<file path="config.mk">
export PLATFORM = sky130hd
export DESIGN_NAME = load_store_unit
export DESIGN_NICKNAME = d
export VERILOG_FILES = /design/src/rtl/lsu_pkg.sv /design/src/rtl/lsu_align.sv /design/src/rtl/load_store_unit.sv
export SDC_FILE = /design/constraint.sdc
export NUM_CORES = 1
export LEC_CHECK = 0
export BUFFER_PORTS_ARGS = -buffer_cell sky130_fd_sc_hd__buf_2
export CORE_MARGIN = 2
export CORE_UTILIZATION = 45
export DETAILED_ROUTE_END_ITERATION = 7
export PLACE_DENSITY = 0.85
export SYNTH_ARGS = -nofsm -noshare
export SYNTH_HDL_FRONTEND = slang
export SYNTH_SLANG_ARGS = --single-unit
</file>
<file path="constraint.sdc">
create_clock -name clk -period 2.57 [get_ports clk]
set_clock_uncertainty 0.2 [all_clocks]
set_input_delay 0.514 -clock clk [delete_from_list [all_inputs] [get_ports clk]]
set_output_delay 0.514 -clock clk [all_outputs]
set_load 0.1 [all_outputs]
</file>
<file path="src/rtl/lsu_pkg.sv">
// Shared types and constants for the load/store unit.
// Size encodings, FSM states and the request fault rule.
package lsu_pkg;

    localparam int MEM_AWIDTH = 9;

    localparam logic [1:0] SZ_BYTE = 2'b00;
    localparam logic [1:0] SZ_HALF = 2'b01;
    localparam logic [1:0] SZ_WORD = 2'b10;

    typedef enum logic [1:0] {
        ST_IDLE,
        ST_ACCESS,
        ST_WRITE,
        ST_RESP
    } state_t;

    // Illegal size, misaligned, or beyond the 2 KiB window.
    function automatic logic req_faults(
        input logic [1:0]  size,
        input logic [31:0] addr
    );
        return (size == 2'b11)
            || (size == SZ_HALF && addr[0])
            || (size == SZ_WORD && addr[1:0] != 2'b00)
            || (addr[31:11] != 21'd0);
    endfunction

endpackage

</file>
<file path="src/rtl/lsu_align.sv">
// Little-endian lane extraction and merge.
// Purely combinational; driven from the latched request.
module lsu_align
    import lsu_pkg::*;
(
    input  logic [31:0] word,
    input  logic [31:0] wdata,
    input  logic [1:0]  size,
    input  logic [1:0]  offset,
    input  logic        is_unsigned,
    output logic [31:0] ext,
    output logic [31:0] merged
);

    function automatic logic [31:0] lane_extract(
        input logic [31:0] w,
        input logic [1:0]  sz,
        input logic [1:0]  off,
        input logic        uns
    );
        logic [7:0]  b;
        logic [15:0] h;
        b = w[{off, 3'b000} +: 8];
        h = w[{off[1], 4'b0000} +: 16];
        case (sz)
            SZ_BYTE: return uns ? {24'd0, b} : {{24{b[7]}}, b};
            SZ_HALF: return uns ? {16'd0, h} : {{16{h[15]}}, h};
            SZ_WORD: return w;
            default: return 32'd0;
        endcase
    endfunction

    function automatic logic [31:0] lane_merge(
        input logic [31:0] old_w,
        input logic [31:0] nd,
        input logic [1:0]  sz,
        input logic [1:0]  off
    );
        logic [31:0] m;
        m = old_w;
        case (sz)
            SZ_BYTE: m[{off, 3'b000} +: 8] = nd[7:0];
            SZ_HALF: m[{off[1], 4'b0000} +: 16] = nd[15:0];
            SZ_WORD: m = nd;
            default: m = old_w;
        endcase
        return m;
    endfunction

    // Both views are always computed; the FSM picks which to register.
    always_comb begin
        ext    = lane_extract(word, size, offset, is_unsigned);
        merged = lane_merge(word, wdata, size, offset);
    end

endmodule

</file>
<file path="src/rtl/load_store_unit.sv">
// Load/store controller between MEM stage and data memory.
// FSM, request latches, merge and result registers.
module load_store_unit
    import lsu_pkg::*;
(
    input  logic                  clk,
    input  logic                  rst_n,
    input  logic                  req_valid,
    output logic                  req_ready,
    input  logic                  req_write,
    input  logic [1:0]            req_size,
    input  logic                  req_unsigned,
    input  logic [31:0]           req_addr,
    input  logic [31:0]           req_wdata,
    output logic                  resp_valid,
    output logic [31:0]           resp_rdata,
    output logic                  resp_fault,
    output logic [MEM_AWIDTH-1:0] mem_addr,
    output logic [31:0]           mem_wdata,
    output logic                  mem_we,
    output logic                  mem_read,
    input  logic [31:0]           mem_q
);

    state_t      state;
    logic        lat_write;
    logic        lat_uns;
    logic [1:0]  lat_size;
    logic [10:0] lat_addr;
    logic [31:0] lat_wdata;
    logic [31:0] merge_q;
    logic [31:0] rdata_q;
    logic        fault_q;

    logic [31:0] ext;
    logic [31:0] merged;
    logic        full_word;

    assign full_word = (lat_size == SZ_WORD);

    lsu_align u_align (
        .word        (mem_q),
        .wdata       (lat_wdata),
        .size        (lat_size),
        .offset      (lat_addr[1:0]),
        .is_unsigned (lat_uns),
        .ext         (ext),
        .merged      (merged)
    );

    // Request sequencing: accept, access, optional write-back, respond.
    always_ff @(posedge clk or negedge rst_n) begin
        if (!rst_n) begin
            state     <= ST_IDLE;
            lat_write <= 1'b0;
            lat_uns   <= 1'b0;
            lat_size  <= SZ_BYTE;
            lat_addr  <= '0;
            lat_wdata <= '0;
            merge_q   <= '0;
            rdata_q   <= '0;
            fault_q   <= 1'b0;
        end else begin
            case (state)
                ST_IDLE: begin
                    if (req_valid) begin
                        lat_write <= req_write;
                        lat_uns   <= req_unsigned;
                        lat_size  <= req_size;
                        lat_addr  <= req_addr[10:0];
                        lat_wdata <= req_wdata;
                        rdata_q   <= '0;
                        fault_q   <= req_faults(req_size, req_addr);
                        state     <= req_faults(req_size, req_addr)
                                   ? ST_RESP : ST_ACCESS;
                    end
                end
                ST_ACCESS: begin
                    if (!lat_write) begin
                        rdata_q <= ext;
                        state   <= ST_RESP;
                    end else if (full_word) begin
                        state <= ST_RESP;
                    end else begin
                        merge_q <= merged;
                        state   <= ST_WRITE;
                    end
                end
                ST_WRITE: state <= ST_RESP;
                ST_RESP: begin
                    rdata_q <= '0;
                    fault_q <= 1'b0;
                    state   <= ST_IDLE;
                end
                default: state <= ST_IDLE;
            endcase
        end
    end

    // Outputs decoded from state and latched request only.
    always_comb begin
        req_ready  = (state == ST_IDLE);
        resp_valid = (state == ST_RESP);
        resp_rdata = resp_valid ? rdata_q : 32'd0;
        resp_fault = resp_valid & fault_q;
        mem_addr   = '0;
        mem_wdata  = '0;
        mem_we     = 1'b0;
        mem_read   = 1'b0;
        if (state == ST_ACCESS) begin
            mem_addr = lat_addr[10:2];
            if (lat_write && full_word) begin
                mem_we    = 1'b1;
                mem_wdata = lat_wdata;
            end else begin
                mem_read = 1'b1;
            end
        end else if (state == ST_WRITE) begin
            mem_addr  = lat_addr[10:2];
            mem_we    = 1'b1;
            mem_wdata = merge_q;
        end
    end

endmodule

</file>
==> results_dict.tcl, run 1 <==
set metrics [dict create \
    status "complete, but fails checks" \
    violations "setup timing" \
    layout_common_cells "dfrtp_1 (113), buf_2 (102), buf_12 (72)" \
    drc 0 \
    htree_levels 4 \
    critical_path_class "register to primary output" \
    worstHoldStart "req_wdata[28]" \
    min_period_ps 2700 \
    cts_tree "done" \
    start_util_pct 46.3 \
    port_buffers 180 \
    rr_worst_depth 7 \
    fill_cells 990 \
    layout_commonest_cell "dfrtp_1" \
    dieArea_um2 16000 \
    drtAntennaViolNets 0 \
    holdWs_ps 119 \
    dr.pass1.iters 6 \
    nNetsFinal 984 \
    dr.first_iter.drc_count 679 \
    ys.flop_type "dfrtp_1" \
    worst_pin_slew_ps 648 \
    setup_viol 32 \
    syn_area_per_cell_um2 9.98 \
    ff_latch_area_um2 2850 \
    grt_max_degree 52 \
    grt_pass1_wl_um 35500 \
    hold_viol 0 \
    setup_ws_ps -129 \
    yosysSeqAreaShare_pct 42.3 \
    die_y_um 126 \
    async_flop_share_pct 100 \
    hpwl_um 16100 \
    drive_gt1_share_pct 46.1 \
    synth_seq_cells 114 \
    grt_pass1_vias 6589 \
    cts_buffer_depth 2 \
    min_path_type "input port to register" \
    synth_cell_types 62 \
    row_count 44 \
    r2r_setup_slack_ps 110 \
    synth_edf_count 0 \
    grt_overflow 0 \
    hold_path_end "lat_wdata[28]" \
    num_vias 6633 \
    rsz0062_at_grt "yes" \
    worstPathRequired_ps 1860 \
    drt-wirelength-per-cell_um 21.8 \
    end_kind "primary output" \
    regToRegEndpoint "rdata_q[9]" \
    fin_crit_sh_pct 105 \
    maxClockFrequency_mhz 370 \
    synth_cells 676 \
    syn_nets 788 \
    max_cap_violations 0 \
    whs_path_depth 2 \
    antenna_found_initial 0 \
    timing.rr.start "state[1]" \
    dieWidth_um 126 \
    routed_wl_um 23300 \
    fin_util_pct 70.5 \
    multi_input_area_um2 3980 \
    ioPinCount 181 \
    grt_use_total_pct 28.3 \
    clock_latency_ps 430 \
    start_kind "register" \
    diodes 0 \
    worstPathArrival_ps 1990 \
    syn_area_um2 6750 \
    slew_headroom_pct 56.7 \
    crit_path_max_fanout 5 \
    globalplace.congestion 0.979 \
    clk_pin_slew_ps 50 \
    clock-sinks 114 \
    core_area_um2 14600 \
    slew_violations 0 \
    yosys_warnings 0 \
    area_growth_pct 52.5 \
    cts_buffers 17 \
    cts_root_buffer "clkbuf_16" \
    vias_per_cell 6.20 \
]
==> metrics by stage <==
stage	worst slack, ps	instance area [um^2]	setup TNS [ps]	cells
after floorplan	-395	7000	-5940	676
after global placement	135	9170	0	1019
after detailed placement	4.81	9170	0	1019
after CTS	-163	10000	-5150	1059
after global routing	-177	10300	-4900	1069
final	-129	10300	-3270	1069
==> per-layer routing <==
metal	track usage, %	part of all wire, %
met5	0	0
met4	15.5	4.6
met3	7.47	7.9
met2	46.1	49
met1	34.3	39
==> synthesized netlist by cell type (3+ instances only) <==
| library cell | n | area (um^2) |
|---|---|---|
| nand4_1 | 3 | 18.8 |
| dfrtp_1 | 114 | 2850 |
| a22oi_1 | 10 | 75.1 |
| nor2_1 | 42 | 158 |
| o21ai_0 | 31 | 155 |
| nor2b_1 | 20 | 125 |
| buf_1 | 6 | 22.5 |
| a21oi_1 | 20 | 100 |
| o21a_1 | 10 | 75.1 |
| ha_1 | 9 | 113 |
| clkbuf_1 | 25 | 93.8 |
| a22o_1 | 41 | 359 |
| buf_2 | 18 | 90.1 |
| inv_1 | 13 | 48.8 |
| nand3_1 | 7 | 35.0 |
| buf_6 | 3 | 33.8 |
| a31oi_1 | 11 | 68.8 |
| nand2_1 | 43 | 161 |
| a221o_1 | 27 | 270 |
| nand2b_1 | 21 | 131 |
| mux2i_1 | 8 | 80.1 |
| and2_1 | 34 | 213 |
| nor3_1 | 12 | 60.1 |
| a32oi_1 | 5 | 43.8 |
| a221oi_1 | 5 | 43.8 |
| mux2_2 | 58 | 653 |
| a41oi_1 | 4 | 35.0 |
| o22ai_1 | 16 | 100 |
| o211ai_1 | 3 | 22.5 |
| a211o_1 | 4 | 35.0 |
| nor4_1 | 6 | 37.5 |
| a32o_1 | 5 | 50.1 |
==> cell type report <==
class                      count  area share, %
clock buffer                  23           4.84
inverter                      15          0.547
tap                          184           2.24
sequential                   114           27.7
clock inverter                 9           1.69
multi-input combinational    493           38.6
timing repair buffer         231           24.3
==> repair_timing <==
item	in CTS	in global routing
pin swaps	2	33
setup buffers	5	9
gates cloned	2	4
hold buffers	1	0
hold endpoints to repair	29	0
setup endpoints to repair	56	79
gates resized for setup	23	45
==> registers in the layout, indices dropped and copies added (netlist names) <==
signal / cells
lat_size: 2
lat_uns: 1
fault_q: 1
state: 2
lat_addr: 11
lat_write: 1
lat_wdata: 32
rdata_q: 32
merge_q: 32
==> worst max-delay path by stage <==
stage,startpoint,end,cells past startpoint
2_1_floorplan,state[1],mem_addr[0],4
3_3_place_gp,state[1],mem_addr[5],5
3_5_place_dp,state[1],mem_addr[4],5
4_1_cts,state[1],mem_wdata[28],7
5_1_grt,state[1],mem_wdata[20],8
6_report,state[1],mem_wdata[15],8
==> logic make-up (layout without fill, tap and decap cells) <==
family          Yosys count  after routing  share of synthesized area, %
flops                   114            114                          42.3
buf+inv                  69            278                          4.62
mux                      66             66                          10.9
fa+ha+maj                 9              9                          1.67
compound gates          211            211                          24.1
simple gates            207            207                          16.5
==> critical path, cell delays in order, from the launching register on <==
cell	delay, ps
dfrtp_1	410
inv_2	100
ha_4	180
buf_6	110
nor2b_4	40
buf_6	140
clkbuf_16	160
a22o_4	250
buf_12	160
Power of run 1 is not shown: default switching activity piles up to over one toggle a cycle in this logic, so the estimate is an artifact.
==> run 2: changes to the inputs <==
--- a/config.mk
+++ b/config.mk
@@ -13,3 +13,4 @@
 export SYNTH_ARGS = -nofsm -noshare
 export SYNTH_HDL_FRONTEND = slang
 export SYNTH_SLANG_ARGS = --single-unit
+export TNS_END_PERCENT = 20
==> results_dict.tcl, run 2 (synthesis gave the netlist of run 1 again) <==
set metrics [dict create \
    setup_ws_ps -144 \
    diodes 0 \
    crit_path_max_fanout 11 \
    min_path_type "input port to register" \
    htree_levels 4 \
    globalplace.congestion 0.948 \
    dieWidth_um 126 \
    drt-wirelength-per-cell_um 21.6 \
    largestRegisters "lat_wdata (32), merge_q (32), rdata_q (32)" \
    grtUsageMet2_pct 45.3 \
    worstPathRequired_ps 1860 \
    clk_pin_slew_ps 50 \
    ioPinCount 181 \
    cts_buffer_depth 2 \
    crit_chain "inv_2 > ha_4 > buf_12 > nor2b_4 > buf_12 > buf_12 > a22o_4 > buf_12" \
    port_buffers 180 \
    dr.first_iter.drc_count 713 \
    num_vias 6638 \
    cts_root_buffer "clkbuf_16" \
    fin_crit_sh_pct 106 \
    violations "setup timing" \
    grt_use_total_pct 27.6 \
    busiest_layer "met2" \
    grt_pass1_vias 6411 \
    area_growth_pct 49.4 \
    setup_viol 66 \
    cts_tree "done" \
    met3_usage_pct 8.27 \
    core_area_um2 14600 \
    grt_overflow 0 \
    antenna_found_initial 0 \
    nNetsFinal 975 \
    layout_common_cells "dfrtp_1 (113), buf_2 (102), buf_12 (73)" \
    grt_use_met1_pct 34.1 \
    grt_max_degree 48 \
    layout_commonest_cell "dfrtp_1" \
    slew_headroom_pct 55.4 \
    placed_cell_area_um2 8930 \
    fill_cells 1003 \
    grt_pass1_wl_um 34500 \
    critical_path_class "register to primary output" \
    path_common_cell "buf_12" \
    hpwl_um 15600 \
    drtAntennaViolNets 0 \
    path_buf_inv 5 \
    drive_gt1_share_pct 43.6 \
    end_kind "primary output" \
    start_util_pct 46.3 \
    maxClockFrequency_mhz 368 \
    worstPathArrival_ps 2000 \
    max_cap_violations 0 \
    vias_per_cell 6.26 \
    dieArea_um2 16000 \
    crit_family "buffers and inverters" \
    stdcell_area_um2 10100 \
    routed_wl_um 22900 \
    clock_latency_ps 420 \
    die_y_um 126 \
    hold_viol 0 \
    slowest_delay_ps 420 \
    dr.pass1.iters 6 \
    min_period_ps 2710 \
    clock-sinks 114 \
    worst_pin_slew_ps 667 \
    cts_buffers 17 \
    status "complete, but fails checks" \
    drc 0 \
    row_count 44 \
    cpMaxStageDelayCell "dfrtp_1" \
    start_kind "register" \
    rsz0062_at_grt "yes" \
    slew_violations 0 \
]
run 2: cell types whose count changed in the layout (fill, tap and decap cells not counted), moves of 2 or more:
cell and delta:
clkbuf_16 -2, and2_1 +13, a22o_4 -5, a22o_1 +5
clkinvlp_4 +2, buf_4 +2, and2_2 -13, buf_6 -10
run 2: final timing paths:
path / start / endpoint / slack (ps) / cells after the start
setup / recovery: state[1] / mem_wdata[6] / -140 / 8
hold / removal: req_wdata[7] / lat_wdata[7] / 120 / 2
setup reg to reg: lat_addr[1] / rdata_q[22] / 150 / 5
hold reg to reg: lat_addr[8] / lat_addr[8] / 290 / 1
max in group asynchronous: rst_n / lat_addr[7] / 1050 / 3
min in group asynchronous: rst_n / merge_q[20] / 450 / 2
run 2: final cells by class:
cell class / instances / area [um^2] / share of cell area (%)
Clock buffer: 23 / 498 / 4.94
Clock inverter: 9 / 150 / 1.49
Inverter: 15 / 56.3 / 0.559
Multi-Input combinational cell: 493 / 3920 / 38.9
Sequential cell: 114 / 2850 / 28.3
Tap cell: 184 / 230 / 2.28
Timing Repair Buffer: 222 / 2370 / 23.5
run 2: through the flow:
step | instances | hold WS (ps) | TNS, ps | worst slack [ps] | util [%]
3_3_place_gp | 1019 | 274 | 0 | 156 | 61.2
3_5_place_dp | 1019 | 282 | 0 | 86.6 | 61.2
2_1_floorplan | 676 | 18.4 | -17370 | -395 | -
5_1_grt | 1060 | 115 | -9960 | -194 | 69.1
4_1_cts | 1057 | 110 | -3970 | -111 | 67.3
6_report | 1060 | 121 | -4920 | -144 | 69.1
run 2: per-layer routing:
metal  vias to the layer above  wire length, um
met2                       430            11200
li1                       2910                -
met4                         0              867
met3                        77             2130
met5                         -                0
met1                      3221             8690
run 2: timing repair:
action / in CTS / in global routing
resized for setup: 29 / 44
pin swaps: 2 / 20
hold buffers: 1 / 0
endpoints found under the setup margin: 67 / 99
setup buffers: 4 / 2
gates cloned: 1 / 2
hold endpoints to repair: 43 / 0
Power of run 2 is left out for the same reason.
